## config.mk

```make
export PLATFORM = sky130hd
export DESIGN_NAME = hazard_ctrl
export DESIGN_NICKNAME = d
export VERILOG_FILES = /design/src/rtl/hazard_ctrl.sv
export SDC_FILE = /design/constraint.sdc
export NUM_CORES = 1
export LEC_CHECK = 0
export ABC_AREA = 1
export BUFFER_PORTS_ARGS = -buffer_cell sky130_fd_sc_hd__buf_2
export CORE_MARGIN = 8
export CORE_UTILIZATION = 57
export CTS_CLUSTER_DIAMETER = 30
export DETAILED_ROUTE_END_ITERATION = 6
export PLACE_DENSITY = 0.78
export SYNTH_ARGS = -nofsm -noshare
export SYNTH_HDL_FRONTEND = slang
export SYNTH_SLANG_ARGS = --single-unit
```

## constraint.sdc

```tcl
create_clock -name clk -period 2.45 [get_ports clk]
set_input_delay 0.49 -clock clk [delete_from_list [all_inputs] [get_ports clk]]
set_output_delay 0.49 -clock clk [all_outputs]
set_load 0.03 [all_outputs]
```

## src/rtl/hazard_ctrl.sv

```systemverilog
// Hazard controller for the 5-stage MIPS pipeline. It keeps a scoreboard of register
// writes still in flight, stalls on RAW hazards and flushes after taken branches.
module hazard_cell #(
  parameter int LAT = 3,
  parameter int PW  = 2
) (
  input  logic          clk,
  input  logic          rst,
  input  logic          load,
  output logic [PW-1:0] cnt
);
  always_ff @(posedge clk) begin
    if (rst)             cnt <= '0;
    else if (load)       cnt <= PW'(LAT);
    else if (cnt != '0)  cnt <= cnt - PW'(1);
  end
endmodule

module hazard_ctrl #(
  parameter int LAT      = 3,
  parameter int BR_FLUSH = 1
) (
  input  logic        clk,
  input  logic        rst,
  input  logic        id_valid,
  input  logic [4:0]  id_rs,
  input  logic [4:0]  id_rt,
  input  logic        id_use_rs,
  input  logic        id_use_rt,
  input  logic        id_wreg,
  input  logic [4:0]  id_destR,
  input  logic        br_taken,
  output logic        pc_stall,
  output logic        if_id_hold,
  output logic        id_ex_bubble,
  output logic        if_id_flush,
  output logic [1:0]  state,
  output logic [15:0] stall_cnt,
  output logic [15:0] flush_cnt
);
  localparam int PW = $clog2(LAT + 1);
  localparam int FW = (BR_FLUSH > 1) ? $clog2(BR_FLUSH) : 1;

  typedef enum logic [1:0] {RUN = 2'b00, STALL = 2'b01, FLUSH = 2'b10} st_t;

  st_t           st, st_n;
  logic [FW-1:0] fc, fc_n;
  logic [PW-1:0] pend [32];
  logic          rs_busy, rt_busy, hazard, flush_now, issue;

  assign pend[0] = '0;

  // $0 is hard-wired, so only entries 1..31 ever hold a countdown
  for (genvar gi = 1; gi < 32; gi++) begin : g_sb
    hazard_cell #(.LAT(LAT), .PW(PW)) u_cell (
      .clk  (clk),
      .rst  (rst),
      .load (issue && id_wreg && (id_destR == 5'(gi))),
      .cnt  (pend[gi])
    );
  end

  assign rs_busy   = id_use_rs && (id_rs != 5'd0) && (pend[id_rs] != '0);
  assign rt_busy   = id_use_rt && (id_rt != 5'd0) && (pend[id_rt] != '0);
  // reset masks every combinational output so nothing leaks while rst is high
  assign hazard    = !rst && id_valid && (rs_busy || rt_busy);
  assign flush_now = !rst && (br_taken || st == FLUSH);
  assign issue     = !rst && id_valid && !hazard && !flush_now;

  assign pc_stall     = hazard && !flush_now;
  assign if_id_hold   = pc_stall;
  assign if_id_flush  = flush_now;
  assign id_ex_bubble = hazard || flush_now;
  assign state        = st;

  always_comb begin
    st_n = st;
    fc_n = fc;
    case (st)
      RUN, STALL: begin
        if (br_taken) begin
          st_n = FLUSH;
          fc_n = FW'(BR_FLUSH - 1);
        end else begin
          st_n = hazard ? STALL : RUN;
        end
      end
      FLUSH: begin
        if (br_taken)        fc_n = FW'(BR_FLUSH - 1);
        else if (fc == '0)   st_n = hazard ? STALL : RUN;
        else                 fc_n = fc - FW'(1);
      end
      default: st_n = RUN;
    endcase
  end

  always_ff @(posedge clk) begin
    if (rst) begin
      st        <= RUN;
      fc        <= '0;
      stall_cnt <= '0;
      flush_cnt <= '0;
    end else begin
      st <= st_n;
      fc <= fc_n;
      if (pc_stall && stall_cnt != 16'hFFFF) stall_cnt <= stall_cnt + 16'd1;
      if (br_taken && flush_cnt != 16'hFFFF) flush_cnt <= flush_cnt + 16'd1;
    end
  end
endmodule
```

# Word-level counts from Yosys, hierarchy flattened
# Index checks and enable logic that the tools add are counted.
# W data, S select, Z words.
[totals] register_bits=97 input_bits=22 output_inout_bits=38 word_cells=309
[classes] add_sub_neg=34 magnitude_cmp=2 eq_ne=38 n_mux=77 n_bitwise=2 n_reduce_logical=121
[ops] op="$mux W2" count=69
[ops] op="$reduce_bool A2 Y1" count=65
[ops] op="$eq A5 B5 Y1 const B" count=16
[ops] op="$sub A2 B1 Y2 const B" count=31
[ops] op="$logic_and A1 B1 Y1" count=44
[ops] op="$eq A5 B4 Y1 const B" count=8
[ops] op="$add A16 B1 Y16 const B" count=2
[ops] op="$ne A16 B16 Y1 const B" count=2
[ops] op="$bmux W2 S5" count=2
[ops] op="$eq A5 B3 Y1 const B" count=4
[ops] op="$ge A6 B6 Y1 const B" count=2
[ops] op="$not A5 Y6" count=2
[ops] op="$eq A5 B2 Y1 const B" count=2
[ops] op="$reduce_bool A5 Y1" count=2
[ops] op="$ne A2 B2 Y1 const B" count=3
[ops] op="$eq A5 B1 Y1 const B" count=1
[ops] op="$mux W1" count=4
[ops] op="$pmux W2 S2" count=1
[ops] op="$reduce_and A2 Y1" count=2
[ops] op="$logic_not A1 Y1" count=3
[ops] op="$logic_or A1 B1 Y1" count=3
[ops] op="$eq A2 B1 Y1 const B" count=1
[ops] op="$eq A2 B2 Y1 const B" count=1
[ops] op="$logic_not A2 Y1" count=1
[ops] op="3 further kinds" count=3

# Longest topological paths before layout
[depth] depth_word=14 depth_mapped=16 ltp_nobuf=15

# Cells and area by module
# A second synthesis with hierarchy kept.
[hier_totals] cells_unflattened=1117 area_unflattened_um2=6557.5
[modules_own_cells] mod="hazard_cell" n_inst=31 cells_per_inst=19 area_each_um2=115.1 seq_area_each_um2=40.0
[modules_own_cells] mod="hazard_ctrl" n_inst=1 cells_per_inst=528 area_each_um2=2989.1 seq_area_each_um2=680.7

# Worst setup path before layout
# Ideal clock, no wire load.
[synth_timing] path_kind="input to output" start="input port id_rs[0]" end="output port pc_stall" arrival_time_ps=2278 required_ps=1960 path_slack_ps=-318 stages=15 path_buffers=2 cell_sequence="buf_6 -> inv_2 -> nor2_4 -> nand2_1 -> nand2_1 -> nor2_1 -> nor2_1 -> nor2_1 -> nand2_1 -> nand2_1 -> nand3_2 -> a21oi_2 -> inv_1 -> nor2_1 -> buf_4"
[synth_via] elab_chain_cells=9 elab_cells_between_ends=11 cone_classes="mux (3); bitwise (1); reduce/logical (7)"
[synth_rtl] element="start: declaration" line_no="26" rtl="input logic [4:0] id_rs,"
[synth_rtl] element="$not A5 Y6 (not written as such)" line_no="63" rtl="assign rs_busy = id_use_rs && (id_rs != 5'd0) && (pend[id_rs] != '0);"
[synth_rtl] element="$bmux W2 S5" line_no="63"
[synth_rtl] element="$mux W2 (not written as such) (2 in a row)" line_no="63"
[synth_rtl] element="$reduce_bool A2 Y1" line_no="63"
[synth_rtl] element="$logic_and A1 B1 Y1 (*)" line_no="63"
[synth_rtl] element="$logic_or A1 B1 Y1 (*)" line_no="66" rtl="assign hazard = !rst && id_valid && (rs_busy || rt_busy);"
[synth_rtl] element="$logic_and A1 B1 Y1 (*)" line_no="66"
[synth_rtl] element="$logic_and A1 B1 Y1 (*)" line_no="70" rtl="assign pc_stall = hazard && !flush_now;"
[synth_rtl] element="end: declaration" line_no="33" rtl="output logic pc_stall,"
# Mark *: on every way between the ends. The rest lies on a longest branch, timed or not. The select of a mux whose other input is x is not followed.

# Worst setup path after layout
[layout_timing] start="input port id_rt[0]" end="output port if_id_hold"
[layout_via] elab_chain_cells=9 elab_cells_between_ends=11 cone_classes="mux (3); bitwise (1); reduce/logical (7)"
[layout_rtl] element="start: declaration" line_no="27" rtl="input logic [4:0] id_rt,"
[layout_rtl] element="$not A5 Y6 (not written as such)" line_no="64" rtl="assign rt_busy = id_use_rt && (id_rt != 5'd0) && (pend[id_rt] != '0);"
[layout_rtl] element="$bmux W2 S5" line_no="64"
[layout_rtl] element="$mux W2 (not written as such) (2 in a row)" line_no="64"
[layout_rtl] element="$reduce_bool A2 Y1" line_no="64"
[layout_rtl] element="$logic_and A1 B1 Y1 (*)" line_no="64"
[layout_rtl] element="$logic_or A1 B1 Y1 (*)" line_no="66"
[layout_rtl] element="$logic_and A1 B1 Y1 (*)" line_no="66"
[layout_rtl] element="$logic_and A1 B1 Y1 (*)" line_no="70"
[layout_rtl] element="end: declaration" line_no="34" rtl="output logic if_id_hold,"
# Marks and branches as above.

==> impl_results.md <==
* Synth unique cells at 35
* Nets at 971
* Min cycle time layout at 2.426 ns
* Routability congestion estimate from global placement at between 0.9 and 1
* Clock-pin slew on the worst setup and hold paths at about 0.080 ns
* CP cell instances: clkbuf_4, buf_4, nand3_1, nand3_1, nand2_1, nand2_1, nand2_1, nand2_1, nand3_1, nand3_2, a21oi_4, inv_2, nor2_4, buf_6
* Antenna violation net count after detailed routing at 0
* Grt total ovfl at 0
* Final Setup Violations at 0
* Startpoint of the worst register-to-register path: flush_cnt[0]$_SDFFE_PP0P_
* Fin. Hold Viols at 0
* Most numerous cell on the critical path: sky130_fd_sc_hd__nand2_1
* Endpoint type of the worst setup path: output pin
* Capture instance of the worst register-to-register path: flush_cnt[13]$_SDFFE_PP0P_
* Number of antenna violations at the first check in global routing at 0
* Largest buffer count on any clock path at 2
* Proportion of layout cells with a drive suffix above 1 at 0.2163
* Number of antenna cells inserted at 0
* R2R Setup Slk at around 0.28 ns
* Die ar. at ~0.013 mm2
* Transition time at the pin with the least slew margin at roughly 0.84 ns
* Arrival time of data at the critical path endpoint at just under 2 ns
* Largest net degree at the start of global routing at just over 80
* Vias in the first global route at roughly 5,600
* Worst path setup slack after routing at approximately 0.024 ns
* Top post-synthesis cells by area: sky130_fd_sc_hd__dfxtp_1 34%, sky130_fd_sc_hd__a21oi_1 10%, sky130_fd_sc_hd__nand2_1 10%
* Number of placed cells counting well taps at 1,022
* Global-route total usage across every layer at 0.2281
* Number of max-slew violations in the final report at 0
* Startpoint of the lowest-slack hold path: br_taken
* # DRC at 0
* Critical path class: in -> out
* Post-synth ARST share at 0
* Via density at 5.361
* Placement Setup Slack at -0.1275 ns
* Worst-path fanout max at 5
* Most used cells in the layout excluding fill and tap cells: 146 x sky130_fd_sc_hd__nand2_1, 118 x sky130_fd_sc_hd__a21oi_1, 105 x sky130_fd_sc_hd__inv_1
* Destination of the worst hold path: state[0]$_SDFFE_PP0P_
* Data required time at the worst endpoint at between 1.5 and 2 ns
* Normalized max-slew margin at 0.4401
* Routed len/inst at between 10 and 15 um
* Number of levels in the clock H-tree at 3
* Standard-cell row count at 36
* Yosys Warn Count at 0
* VDD IR max at between 0.0003 and 0.0004 V
* Final std cells w/o fill at around 1,100
* Sequential element share of the synthesized area at 0.3386
* TritonCTS Buffers at 9
* Power density relative to cell area at ~850 mW/mm2
* Tcrit/Tclk final at 0.9901
* Hold WC Path Type: in -> reg
* Number of register bits inferred by synthesis at 96
* Filler cell count at slightly below 900
* Via Count at between 5,000 and 6,000
* Leak Pwr at 0.003024 uW
* Synth top area share at 0.3386
* Die X at approximately 120 um
* Avg Cell Area, Syn at 6.854 um2
* Half-perimeter wire length of the detailed placement result at ~11,000 um
* Slowest library cell on the worst path: sky130_fd_sc_hd__a21oi_4
* Startpoint type of the worst setup path: primary input
* Overall power of the completed layout at approximately 5700 uW
* Status: completed
* Post-Synthesis Net Count at roughly 880
* Cell area after technology mapping at ~0.0057 mm2
* Number of top-level pins at 60
* Floorplan core area at 0.009729 mm2
* Mapped Cells at ~830
* FMAX at 0.4123 GHz
* Clock insertion delay at the later pin of the skew report at roughly 0.36 ns
* Max stage delay on crit path at around 0.19 ns
* Total of buffers placed on input and output ports at between 50 and 60
* Sinks on the clock net at between 90 and 100
* Setup repair after global routing missed its margin: yes
* TritonCTS clock tree: done
* DRT iter0 DRCs at 243
* Synthesis-to-layout area growth at 18.83%
* Overall die height at 115.8 um
* First-pass iteration count of the detailed router at 5
* Cell depth of the worst min-delay path at 2
* Number of enable-type register cells in the synthesized netlist at 0
* Wirelength, routed at approximately 15,000 um
* Max cap viols at 0
* Starting density of the core at 0.5833
* CTS Root Buffer Type: sky130_fd_sc_hd__clkbuf_8
* Most common library cell in the layout ignoring fill and taps: sky130_fd_sc_hd__nand2_1
* Global-route wire length before repair at 24,660 um
* Synth area leader: sky130_fd_sc_hd__dfxtp_1
* Number of cells traversed by the worst register-to-register path at 9
* Fin Clk Skew at 0.006282 ns
* Top_reg_cell synth: sky130_fd_sc_hd__dfxtp_1
[flip-flops by register name, summed over array words and instances (netlist names)]
name	flops
g_sb.u_cell.cnt	62
flush_cnt	16
stall_cnt	16
state	2
[routing by layer]
| metal | routed length [um] | vias to the layer above | track usage |
|---|---|---|---|
| met3 | 781 | 28 | 0.04586 |
| met2 | 7164 | 157 | 0.4027 |
| met4 | 363 | 0 | 0.08384 |
| li1 | - | 2859 | - |
| met5 | 0 | - | 0 |
| met1 | 6463 | 2601 | 0.2662 |
[layout make-up]
class / instances / area, um2 / share of cell area
Tap cell: 133 / 166.4 / 0.02468
Timing Repair Buffer: 99 / 694.4 / 0.1030
Sequential cell: 96 / 1991 / 0.2952
Clock buffer: 13 / 158.9 / 0.02356
Multi-Input combinational cell: 594 / 3252 / 0.4822
Inverter: 116 / 442.9 / 0.06568
Clock inverter: 2 / 38.79 / 0.005751
[critical path: cells and delay by family]
family	cells	cell delay, ns
and+or+nand+nor	9	0.73
buffers and inverters	4	0.52
AOI/OAI and AO/OA	1	0.19
[logic make-up (layout without fill, tap and decap cells)]
logic type / after synthesis / in the layout / share of synthesized area
XOR/XNOR: 45 / 45 / 0.06944
AO/OA/AOI/OAI: 155 / 155 / 0.1400
AND/OR/NAND/NOR: 361 / 361 / 0.2776
flip-flops: 96 / 96 / 0.3386
adder cells (fa/ha/maj): 33 / 33 / 0.07275
buffers and inverters: 138 / 230 / 0.1016
[stage by stage]
step	cell area [um2]	hold slack (ns)	setup TNS, ns	util
6_report	6744	0.3489	0	0.6932
2_1_floorplan	5694	0.5070	0	-
5_1_grt	6744	0.3385	-0.2574	0.6932
3_3_place_gp	6241	0.4584	-0.2578	0.6415
3_5_place_dp	6241	0.4712	-0.3325	0.6415
4_1_cts	6525	0.3245	-0.02609	0.6707
[report_power, final]
group | switching [uW] | leakage [uW] | total (uW) | internal, uW
logic | 1340 | 0.00212 | 2400 | 1060
clock network | 528 | 0.0000997 | 1050 | 526
registers | 283 | 0.000804 | 2240 | 1960
[how the worst max path moves through the flow]
| stage | startpoint | end | slack [ns] | depth (start not counted) |
|---|---|---|---|---|
| floorplan | id_rs[0] | pc_stall | 0.006 | 15 |
| global placement | id_rs[1] | if_id_hold | -0.10 | 16 |
| detailed placement | id_rs[1] | if_id_hold | -0.13 | 16 |
| CTS | id_rs[1] | if_id_hold | -0.01 | 14 |
| global route | g_sb[28].u_cell.cnt[0]$_SDFFE_PP0P_ | if_id_hold | -0.09 | 13 |
| finish | id_rt[0] | if_id_hold | 0.02 | 14 |
[synth_stat cells, types with 2 or more instances]
library cell               count
sky130_fd_sc_hd__nand3_1      53
sky130_fd_sc_hd__nand3_2       2
sky130_fd_sc_hd__buf_6         5
sky130_fd_sc_hd__xor2_1       40
sky130_fd_sc_hd__nor2_4        4
sky130_fd_sc_hd__nor3b_1       2
sky130_fd_sc_hd__inv_1       111
sky130_fd_sc_hd__nor3_1       10
sky130_fd_sc_hd__ha_1         33
sky130_fd_sc_hd__nor4_1        2
sky130_fd_sc_hd__buf_2         5
sky130_fd_sc_hd__nand2_1     153
sky130_fd_sc_hd__clkbuf_1      7
sky130_fd_sc_hd__o21ai_0      29
sky130_fd_sc_hd__nor2_1      111
sky130_fd_sc_hd__dfxtp_1      96
sky130_fd_sc_hd__buf_4         4
sky130_fd_sc_hd__inv_2         5
sky130_fd_sc_hd__xnor2_1       5
sky130_fd_sc_hd__nand4_1      19
sky130_fd_sc_hd__a21oi_1     118
[repair_timing]
item | CTS | global route
resized for setup | 21 | 73
setup endpoints to repair | 3 | 3
pin swaps | 8 | 24
buffers inserted | 2 | 14
hold buffers | 0 | 0
Power figures use the tool's default switching activity.
